[config.mk]
export PLATFORM = sky130hd
export DESIGN_NAME = phase_request_arbiter_flat
export DESIGN_NICKNAME = d
export VERILOG_FILES = /design/src/rtl/phase_request_arbiter_if.sv /design/src/rtl/phase_request_arbiter.sv /design/src/flat_wrapper.sv
export SDC_FILE = /design/constraint.sdc
export NUM_CORES = 1
export LEC_CHECK = 0
export BUFFER_PORTS_ARGS = -buffer_cell sky130_fd_sc_hd__buf_4
export CORE_AREA = 2 2 59 61
export CTS_BUF_LIST = sky130_fd_sc_hd__clkbuf_4 sky130_fd_sc_hd__clkbuf_8
export CTS_CLUSTER_DIAMETER = 150
export DETAILED_ROUTE_END_ITERATION = 10
export DIE_AREA = 0 0 61 63
export HOLD_SLACK_MARGIN = 0.05
export PLACE_DENSITY = 0.83
export SLEW_MARGIN = 20
export SYNTH_ARGS = -nofsm -noshare
export SYNTH_HDL_FRONTEND = slang
export SYNTH_SLANG_ARGS = --single-unit
[constraint.sdc]
create_clock -name clk -period 3.8 [get_ports clk]
set_clock_uncertainty 0.1 [all_clocks]
set_input_delay 0.19 -clock clk [delete_from_list [all_inputs] [get_ports clk]]
set_output_delay 0.19 -clock clk [all_outputs]
set_load 0.005 [all_outputs]
[src/rtl/phase_request_arbiter_if.sv]
// Signal bundle between the intersection arbiter and its surroundings:
// sensor requests and timebase in, lamp codes and status out.
// With PED_WALK_EN defined the bundle also carries ped_req and walk.
interface phase_request_arbiter_if;
   logic       tick;
   logic [3:0] req;
   logic [2:0] light_n;
   logic [2:0] light_e;
   logic [2:0] light_s;
   logic [2:0] light_w;
   logic [3:0] grant;
   logic [3:0] pending;
   logic       busy;
`ifdef PED_WALK_EN
   logic       ped_req;
   logic       walk;
`endif

   // Arbiter side: consumes requests and timebase, drives lamps and status.
   modport master (
      input  tick,
      input  req,
`ifdef PED_WALK_EN
      input  ped_req,
      output walk,
`endif
      output light_n,
      output light_e,
      output light_s,
      output light_w,
      output grant,
      output pending,
      output busy
   );

   // Environment side: sensor front end and lamp drivers.
   modport slave (
      output tick,
      output req,
`ifdef PED_WALK_EN
      output ped_req,
      input  walk,
`endif
      input  light_n,
      input  light_e,
      input  light_s,
      input  light_w,
      input  grant,
      input  pending,
      input  busy
   );
endinterface

[src/rtl/phase_request_arbiter.sv]
// Demand-actuated four-approach intersection arbiter.
// Latches N/E/S/W requests, grants green round-robin, and sequences
// GREEN -> YELLOW -> ALL_RED clearance between grants. Timers advance only
// on the shared tick strobe; all outputs are registered.
// Optional pedestrian WALK phase is enabled by defining PED_WALK_EN.
module phase_request_arbiter #(
   parameter int unsigned MIN_GREEN   = 20,
   parameter int unsigned MAX_GREEN   = 50,
   parameter int unsigned YELLOW_TIME = 10,
   parameter int unsigned ALLRED_TIME = 4,
`ifdef PED_WALK_EN
   parameter int unsigned WALK_TIME   = 15,
`endif
   parameter int unsigned TIMER_W     = 7
) (
   input logic                     clk,
   input logic                     reset_n,
   phase_request_arbiter_if.master bus
);

   localparam logic [2:0] S_IDLE    = 3'd0;
   localparam logic [2:0] S_GREEN   = 3'd1;
   localparam logic [2:0] S_YELLOW  = 3'd2;
   localparam logic [2:0] S_ALL_RED = 3'd3;
`ifdef PED_WALK_EN
   localparam logic [2:0] S_WALK    = 3'd4;
`endif

   localparam logic [2:0] LAMP_RED    = 3'b100;
   localparam logic [2:0] LAMP_YELLOW = 3'b010;
   localparam logic [2:0] LAMP_GREEN  = 3'b001;

   localparam logic [TIMER_W-1:0] MIN_LAST = TIMER_W'(MIN_GREEN - 1);
   localparam logic [TIMER_W-1:0] MAX_LAST = TIMER_W'(MAX_GREEN - 1);
   localparam logic [TIMER_W-1:0] YEL_LAST = TIMER_W'(YELLOW_TIME - 1);
   localparam logic [TIMER_W-1:0] AR_LAST  = TIMER_W'(ALLRED_TIME - 1);
`ifdef PED_WALK_EN
   localparam logic [TIMER_W-1:0] WALK_LAST = TIMER_W'(WALK_TIME - 1);
`endif

   logic [2:0]         state, state_d;
   logic [TIMER_W-1:0] timer, timer_d;
   logic [3:0]         pending_q, pending_d;
   logic [3:0]         grant_q, grant_d;
   logic [1:0]         rr_ptr, rr_d;
   logic [3:0]         clear_mask;
   logic [3:0][2:0]    light_q;
   logic               busy_q;

   logic               sel_found;
   logic [1:0]         sel_idx;
   logic [1:0]         cand;
   logic [3:0]         sel_onehot;
   logic               other_pending;
   logic               green_start;

`ifdef PED_WALK_EN
   logic               ped_pending_q, ped_pending_d;
   logic               ped_clear;
   logic               walk_start;
   logic               walk_q;
`endif

   // Lamp code for one approach given the phase it will be in and its grant bit.
   function automatic logic [2:0] lamp_code(input logic [2:0] st, input logic granted);
      logic [2:0] code;
      code = LAMP_RED;
      if (granted && (st == S_GREEN)) begin
         code = LAMP_GREEN;
      end else if (granted && (st == S_YELLOW)) begin
         code = LAMP_YELLOW;
      end
      return code;
   endfunction

   // Round-robin search: first pending approach after rr_ptr, wrapping modulo 4.
   always_comb begin
      sel_found = 1'b0;
      sel_idx   = rr_ptr;
      cand      = rr_ptr;
      for (int unsigned k = 1; k <= 4; k++) begin
         cand = rr_ptr + 2'(k);
         if (!sel_found && pending_q[cand]) begin
            sel_found = 1'b1;
            sel_idx   = cand;
         end
      end
      sel_onehot = 4'b0001 << sel_idx;
   end

   // A competing demand is anything latched other than the approach holding green.
`ifdef PED_WALK_EN
   assign other_pending = (|(pending_q & ~grant_q)) | ped_pending_q;
`else
   assign other_pending = |(pending_q & ~grant_q);
`endif

   // Phase sequencing and timer control; every phase except IDLE waits on tick.
   always_comb begin
      state_d     = state;
      timer_d     = timer;
      grant_d     = grant_q;
      rr_d        = rr_ptr;
      clear_mask  = '0;
      green_start = 1'b0;
`ifdef PED_WALK_EN
      ped_clear   = 1'b0;
      walk_start  = 1'b0;
`endif
      case (state)
         S_IDLE: begin
`ifdef PED_WALK_EN
            if (ped_pending_q) walk_start = 1'b1;
            else
`endif
            if (sel_found) green_start = 1'b1;
         end
         S_GREEN: begin
            if (bus.tick) begin
               if (other_pending && (timer >= MIN_LAST)) begin
                  state_d = S_YELLOW;
                  timer_d = '0;
               end else if (timer < MAX_LAST) begin
                  timer_d = timer + TIMER_W'(1);
               end
            end
         end
         S_YELLOW: begin
            if (bus.tick) begin
               if (timer >= YEL_LAST) begin
                  state_d = S_ALL_RED;
                  timer_d = '0;
                  grant_d = '0;
               end else begin
                  timer_d = timer + TIMER_W'(1);
               end
            end
         end
         S_ALL_RED: begin
            if (bus.tick) begin
               if (timer >= AR_LAST) begin
                  timer_d = '0;
`ifdef PED_WALK_EN
                  if (ped_pending_q) walk_start = 1'b1;
                  else
`endif
                  if (sel_found) green_start = 1'b1;
                  else state_d = S_IDLE;
               end else begin
                  timer_d = timer + TIMER_W'(1);
               end
            end
         end
`ifdef PED_WALK_EN
         S_WALK: begin
            if (bus.tick) begin
               if (timer >= WALK_LAST) begin
                  state_d = S_ALL_RED;
                  timer_d = '0;
               end else begin
                  timer_d = timer + TIMER_W'(1);
               end
            end
         end
`endif
         default: begin
            state_d = S_ALL_RED;
            timer_d = '0;
            grant_d = '0;
         end
      endcase

      if (green_start) begin
         state_d    = S_GREEN;
         timer_d    = '0;
         grant_d    = sel_onehot;
         rr_d       = sel_idx;
         clear_mask = sel_onehot;
      end
`ifdef PED_WALK_EN
      if (walk_start) begin
         state_d   = S_WALK;
         timer_d   = '0;
         grant_d   = '0;
         ped_clear = 1'b1;
      end
`endif
   end

   // Request latch: the granted approach is deaf, and a grant clear beats a new set.
   assign pending_d = (pending_q | (bus.req & ~grant_q)) & ~clear_mask;
`ifdef PED_WALK_EN
   assign ped_pending_d = (ped_pending_q | bus.ped_req) & ~ped_clear;
`endif

   // State, timer, latch and round-robin pointer registers.
   always_ff @(posedge clk or negedge reset_n) begin
      if (!reset_n) begin
         state     <= S_IDLE;
         timer     <= '0;
         pending_q <= '0;
         grant_q   <= '0;
         rr_ptr    <= 2'd3;
      end else begin
         state     <= state_d;
         timer     <= timer_d;
         pending_q <= pending_d;
         grant_q   <= grant_d;
         rr_ptr    <= rr_d;
      end
   end

   // Lamp and busy outputs registered from the next phase so they align with grant.
   always_ff @(posedge clk or negedge reset_n) begin
      if (!reset_n) begin
         for (int unsigned i = 0; i < 4; i++) begin
            light_q[i] <= LAMP_RED;
         end
         busy_q <= 1'b0;
      end else begin
         for (int unsigned i = 0; i < 4; i++) begin
            light_q[i] <= lamp_code(state_d, grant_d[i]);
         end
         busy_q <= (state_d != S_IDLE);
      end
   end

`ifdef PED_WALK_EN
   // Pedestrian request latch and walk indicator.
   always_ff @(posedge clk or negedge reset_n) begin
      if (!reset_n) begin
         ped_pending_q <= 1'b0;
         walk_q        <= 1'b0;
      end else begin
         ped_pending_q <= ped_pending_d;
         walk_q        <= (state_d == S_WALK);
      end
   end

   assign bus.walk = walk_q;
`endif

   assign bus.light_n = light_q[0];
   assign bus.light_e = light_q[1];
   assign bus.light_s = light_q[2];
   assign bus.light_w = light_q[3];
   assign bus.grant   = grant_q;
   assign bus.pending = pending_q;
   assign bus.busy    = busy_q;

endmodule

[src/flat_wrapper.sv]
// flat-port wrapper written by rule: the top's interface ports become plain ports
module phase_request_arbiter_flat 
#(
   parameter int unsigned MIN_GREEN   = 20,
   parameter int unsigned MAX_GREEN   = 50,
   parameter int unsigned YELLOW_TIME = 10,
   parameter int unsigned ALLRED_TIME = 4,

   parameter int unsigned TIMER_W     = 7
)
  (clk, reset_n, bus_tick, bus_req, bus_light_n, bus_light_e, bus_light_s, bus_light_w, bus_grant, bus_pending, bus_busy);
  phase_request_arbiter_if bus_i ();
  input logic clk;
  input logic reset_n;
  input wire logic [$bits(bus_i.tick)-1:0] bus_tick;
  input wire logic [$bits(bus_i.req)-1:0] bus_req;
  output wire logic [$bits(bus_i.light_n)-1:0] bus_light_n;
  output wire logic [$bits(bus_i.light_e)-1:0] bus_light_e;
  output wire logic [$bits(bus_i.light_s)-1:0] bus_light_s;
  output wire logic [$bits(bus_i.light_w)-1:0] bus_light_w;
  output wire logic [$bits(bus_i.grant)-1:0] bus_grant;
  output wire logic [$bits(bus_i.pending)-1:0] bus_pending;
  output wire logic [$bits(bus_i.busy)-1:0] bus_busy;
  assign bus_i.tick = bus_tick;
  assign bus_i.req = bus_req;
  assign bus_light_n = bus_i.light_n;
  assign bus_light_e = bus_i.light_e;
  assign bus_light_s = bus_i.light_s;
  assign bus_light_w = bus_i.light_w;
  assign bus_grant = bus_i.grant;
  assign bus_pending = bus_i.pending;
  assign bus_busy = bus_i.busy;
  phase_request_arbiter #(.MIN_GREEN(MIN_GREEN), .MAX_GREEN(MAX_GREEN), .YELLOW_TIME(YELLOW_TIME), .ALLRED_TIME(ALLRED_TIME), .TIMER_W(TIMER_W)) u_core (.clk(clk), .reset_n(reset_n), .bus(bus_i));
endmodule
==> impl_summary.log <==
INFO  metric power.clock.fraction = 22.8%
INFO  metric n_fill_cell = 273
INFO  metric place_ws = 1.29 ns
INFO  metric netSwitchingFraction = 38.9%
INFO  metric cts_sinks = 33
INFO  metric max_frequency = 394 MHz
INFO  metric synthTopCellsByArea = dfrtp_1 (40%), dfstp_2 (9.3%), nand2b_1 (4.0%)
INFO  metric setup_tns = 0 ns
INFO  metric crit_arrival = 2.71 ns
INFO  metric core.rowCount = 21
INFO  metric post_synth_num_cell_types = 49
INFO  metric clock_network_latency_to_the_later_pin_of_the_worst_skew_pair = 0.35 ns
INFO  metric timing.critical_path.to_type = flip-flop
INFO  metric synth_top_area_share = 39.7%
INFO  metric area_growth = 21.9%
INFO  metric tritoncts_clock_tree = built
INFO  metric grt_setup_unrepaired = false
INFO  metric htree_num_levels = 2
INFO  metric hpwl_detailed = 2820 um
INFO  metric postSynthNetCount = 179
INFO  metric power.share.combinational = 34.2%
INFO  metric power.leakage = 0.906 nW
INFO  metric maxCapViolCount = 0
INFO  metric synthesis.area = 1700 um^2
INFO  metric io-pin-count = 28
INFO  metric cts.reportedPaths.clkPinSlew = 0.11 ns
INFO  metric req_time_crit_path = 3.97 ns
INFO  metric starting_utilization_of_the_core_area = 52.6%
INFO  metric synthCells = 170
INFO  metric post_cts_buffers = 0
INFO  metric num_vias = 1503
INFO  metric gr-total-overflow = 0
INFO  metric drt_iter0_markers = 122
INFO  metric detail-route-antenna-nets = 0
INFO  metric final.hold.worst_slack = 0.204 ns
INFO  metric root_buffer_cell = clkbuf_4
INFO  metric placed_cells_incl_taps = 238
INFO  metric final_layout_size_suffix_gt1_share = 25.4%
INFO  metric path_class = reg -> reg
INFO  metric total_inserted_antenna_cells = 0
INFO  metric postLayoutSetupSlackWorst = 1.26 ns
INFO  metric synth_top_flop_cell = dfrtp_1
INFO  metric design_power_total = 1.20 mW
INFO  metric die-area = 3840 um^2
INFO  metric synth_edf_count = 0
INFO  metric timing_worst_slew_pin_value = 0.719 ns
INFO  metric intPower = 0.731 mW
INFO  metric groute.usage.overall = 24.1%
INFO  metric routed_wl = 4060 um
INFO  metric die_height = 63 um
INFO  metric slew_viol_final = 0
INFO  metric grt_start_max_net_pins = 34
INFO  metric ir_drop = 466 uV
INFO  metric finalWeightedCongestion = 0.944
INFO  metric timing.final.hold_violations = 0
INFO  metric finalCriticalPeriod = 2.54 ns
INFO  metric drtPass1Iterations = 4
INFO  metric cts_inserted_buffers = 5
INFO  metric slew_headroom = 51.6%
INFO  metric synth.most_common_cell = dfrtp_1
INFO  metric drcViolationCount = 0
INFO  metric post-synth-top-area-cell = dfrtp_1
INFO  metric antenna_found_initial = 0
INFO  metric switchingPower = 0.465 mW
INFO  metric via_count_of_the_first_global_routing_pass = 1518
INFO  metric grt_pass1_wl = 6920 um
INFO  metric timing.final.crit_share = 66.7%
INFO  metric sequential_fraction_of_design_power = 43.0%
INFO  metric final_cell_count_no_fill = 251
INFO  metric synth.ff_latch_count = 33
INFO  metric hold_path.class = in -> async
INFO  metric clock_path_buffers = 2
INFO  metric timing.final.setup_violations = 0
INFO  metric timing.critical_path.fanout_max = 7
INFO  metric ys_async_sr_fraction = 100%
INFO  metric final_net_count = 213
INFO  metric portBuffers = 27
INFO  metric status = completed
INFO  metric synth.top_cells.by_count = dfrtp_1 (27), inv_1 (18), nor2_1 (14)
INFO  metric mean_area_per_synthesized_cell = 10.0 um^2
INFO  metric wire_per_inst = 16.2 um
INFO  metric share_of_the_yosys_chip_area_belonging_to_registers = 49.0%
INFO  metric synth.yosys.warnings = 0
INFO  metric core_area = 3230 um^2
INFO  metric fp.dieW = 61 um
INFO  metric power.density = 577 nW/um^2
INFO  metric cp-start-kind = flip-flop
INFO  metric via_per_inst = 5.99
## power groups by stage
stage	sequential [mW]	clock, mW	combinational [mW]
after global routing	0.522	0.296	0.451
after detailed placement	0.515	0	0.396
final	0.515	0.272	0.409
after floorplan	0.480	0	0.297
after global placement	0.506	0	0.380
after CTS	0.508	0.274	0.405
## per-stage QoR
stage	util [%]	area [um^2]
CTS	64.2	2070
finish	64.2	2070
global placement	60.0	1940
floorplan	-	1700
global route	64.2	2070
detailed placement	60.0	1940
## kinds of logic (layout without fill, tap and decap cells)
kind of cell / Yosys count / in the layout / synth area share [%]
compound gates: 52 / 52 / 23.3
buf+inv: 23 / 58 / 5.22
mux: 2 / 2 / 1.18
fa+ha+maj: 2 / 2 / 1.47
simple gates: 57 / 57 / 19.6
flops: 33 / 33 / 49.0
other cells: 1 / 1 / 0.221
## registers in the layout, indices dropped and copies added (netlist names)
| register | flops |
|---|---|
| u_core.bus.light_n | 3 |
| u_core.timer | 7 |
| u_core.state | 3 |
| u_core.bus.light_e | 3 |
| u_core.rr_ptr | 2 |
| u_core.bus.light_w | 3 |
| u_core.bus.pending | 4 |
| u_core.bus.grant | 4 |
| u_core.bus.light_s | 3 |
| u_core.bus.busy | 1 |
## cell usage in the layout, fill, tap and decap left out, types with 2 or more instances in the layout
master / synthesis / routed
a211oi_2: 2 / 2
a21oi_1: 12 / 12
a22oi_1: 2 / 2
a311o_1: 2 / 2
a31oi_1: 3 / 3
a32oi_1: 4 / 4
buf_4: 0 / 27
clkbuf_4: 0 / 5
dfrtp_1: 27 / 27
dfstp_2: 6 / 6
dlygate4sd3_1: 0 / 5
ha_1: 2 / 2
inv_1: 18 / 18
mux2i_1: 2 / 2
nand2_1: 5 / 5
nand2b_1: 11 / 11
nand3_1: 5 / 5
nand3b_1: 3 / 3
nand4_1: 2 / 2
nor2_1: 14 / 14
nor3_1: 6 / 6
o211ai_1: 2 / 2
o21ai_0: 9 / 9
o221ai_1: 2 / 2
or3_1: 2 / 2
## worst max-delay path: stages, from the launching register on
cell	delay [ns]
dfrtp_1	0.49
ha_1	0.30
a2111oi_4	0.36
a21oi_1	0.14
o21ai_0	0.61
nand2_1	0.21
o21ai_0	0.24
## final cells by class
type	count	area (um^2)	share of cell area (%)
sequential	33	833	40.2
clock inverter	3	46.3	2.23
multi-input combinational	114	778	37.5
inverter	18	67.6	3.26
clock buffer	5	37.5	1.81
tap	46	57.6	2.78
timing repair buffer	32	253	12.2
## final timing paths
check                                  from                    end  slack (ns)  cells after the start
max                         u_core.timer[0]  u_core.bus.light_w[2]        1.26                      6
min reg2reg                u_core.rr_ptr[0]       u_core.rr_ptr[0]        0.45                      2
min in group clk                   bus_tick        u_core.state[1]        0.20                      3
max in group asynchronous           reset_n  u_core.bus.light_w[2]        3.06                      2
min                                 reset_n        u_core.timer[4]        0.20                      2
max reg2reg                 u_core.timer[0]  u_core.bus.light_w[2]        1.26                      6
## repair_timing
action	4_1_cts	5_1_grt
hold buffers	5	0
hold endpoints to repair	37	0
gates resized for setup	0	0
endpoints found under the setup margin	0	0
## routing by layer
layer / global-route usage [%] / wire length [um]
met1: 30.8 / 1680
met2: 37.9 / 2070
met3: 6.63 / 234
met4: 10.1 / 67
met5: 0 / 0
(Power assumes the default switching activity.)
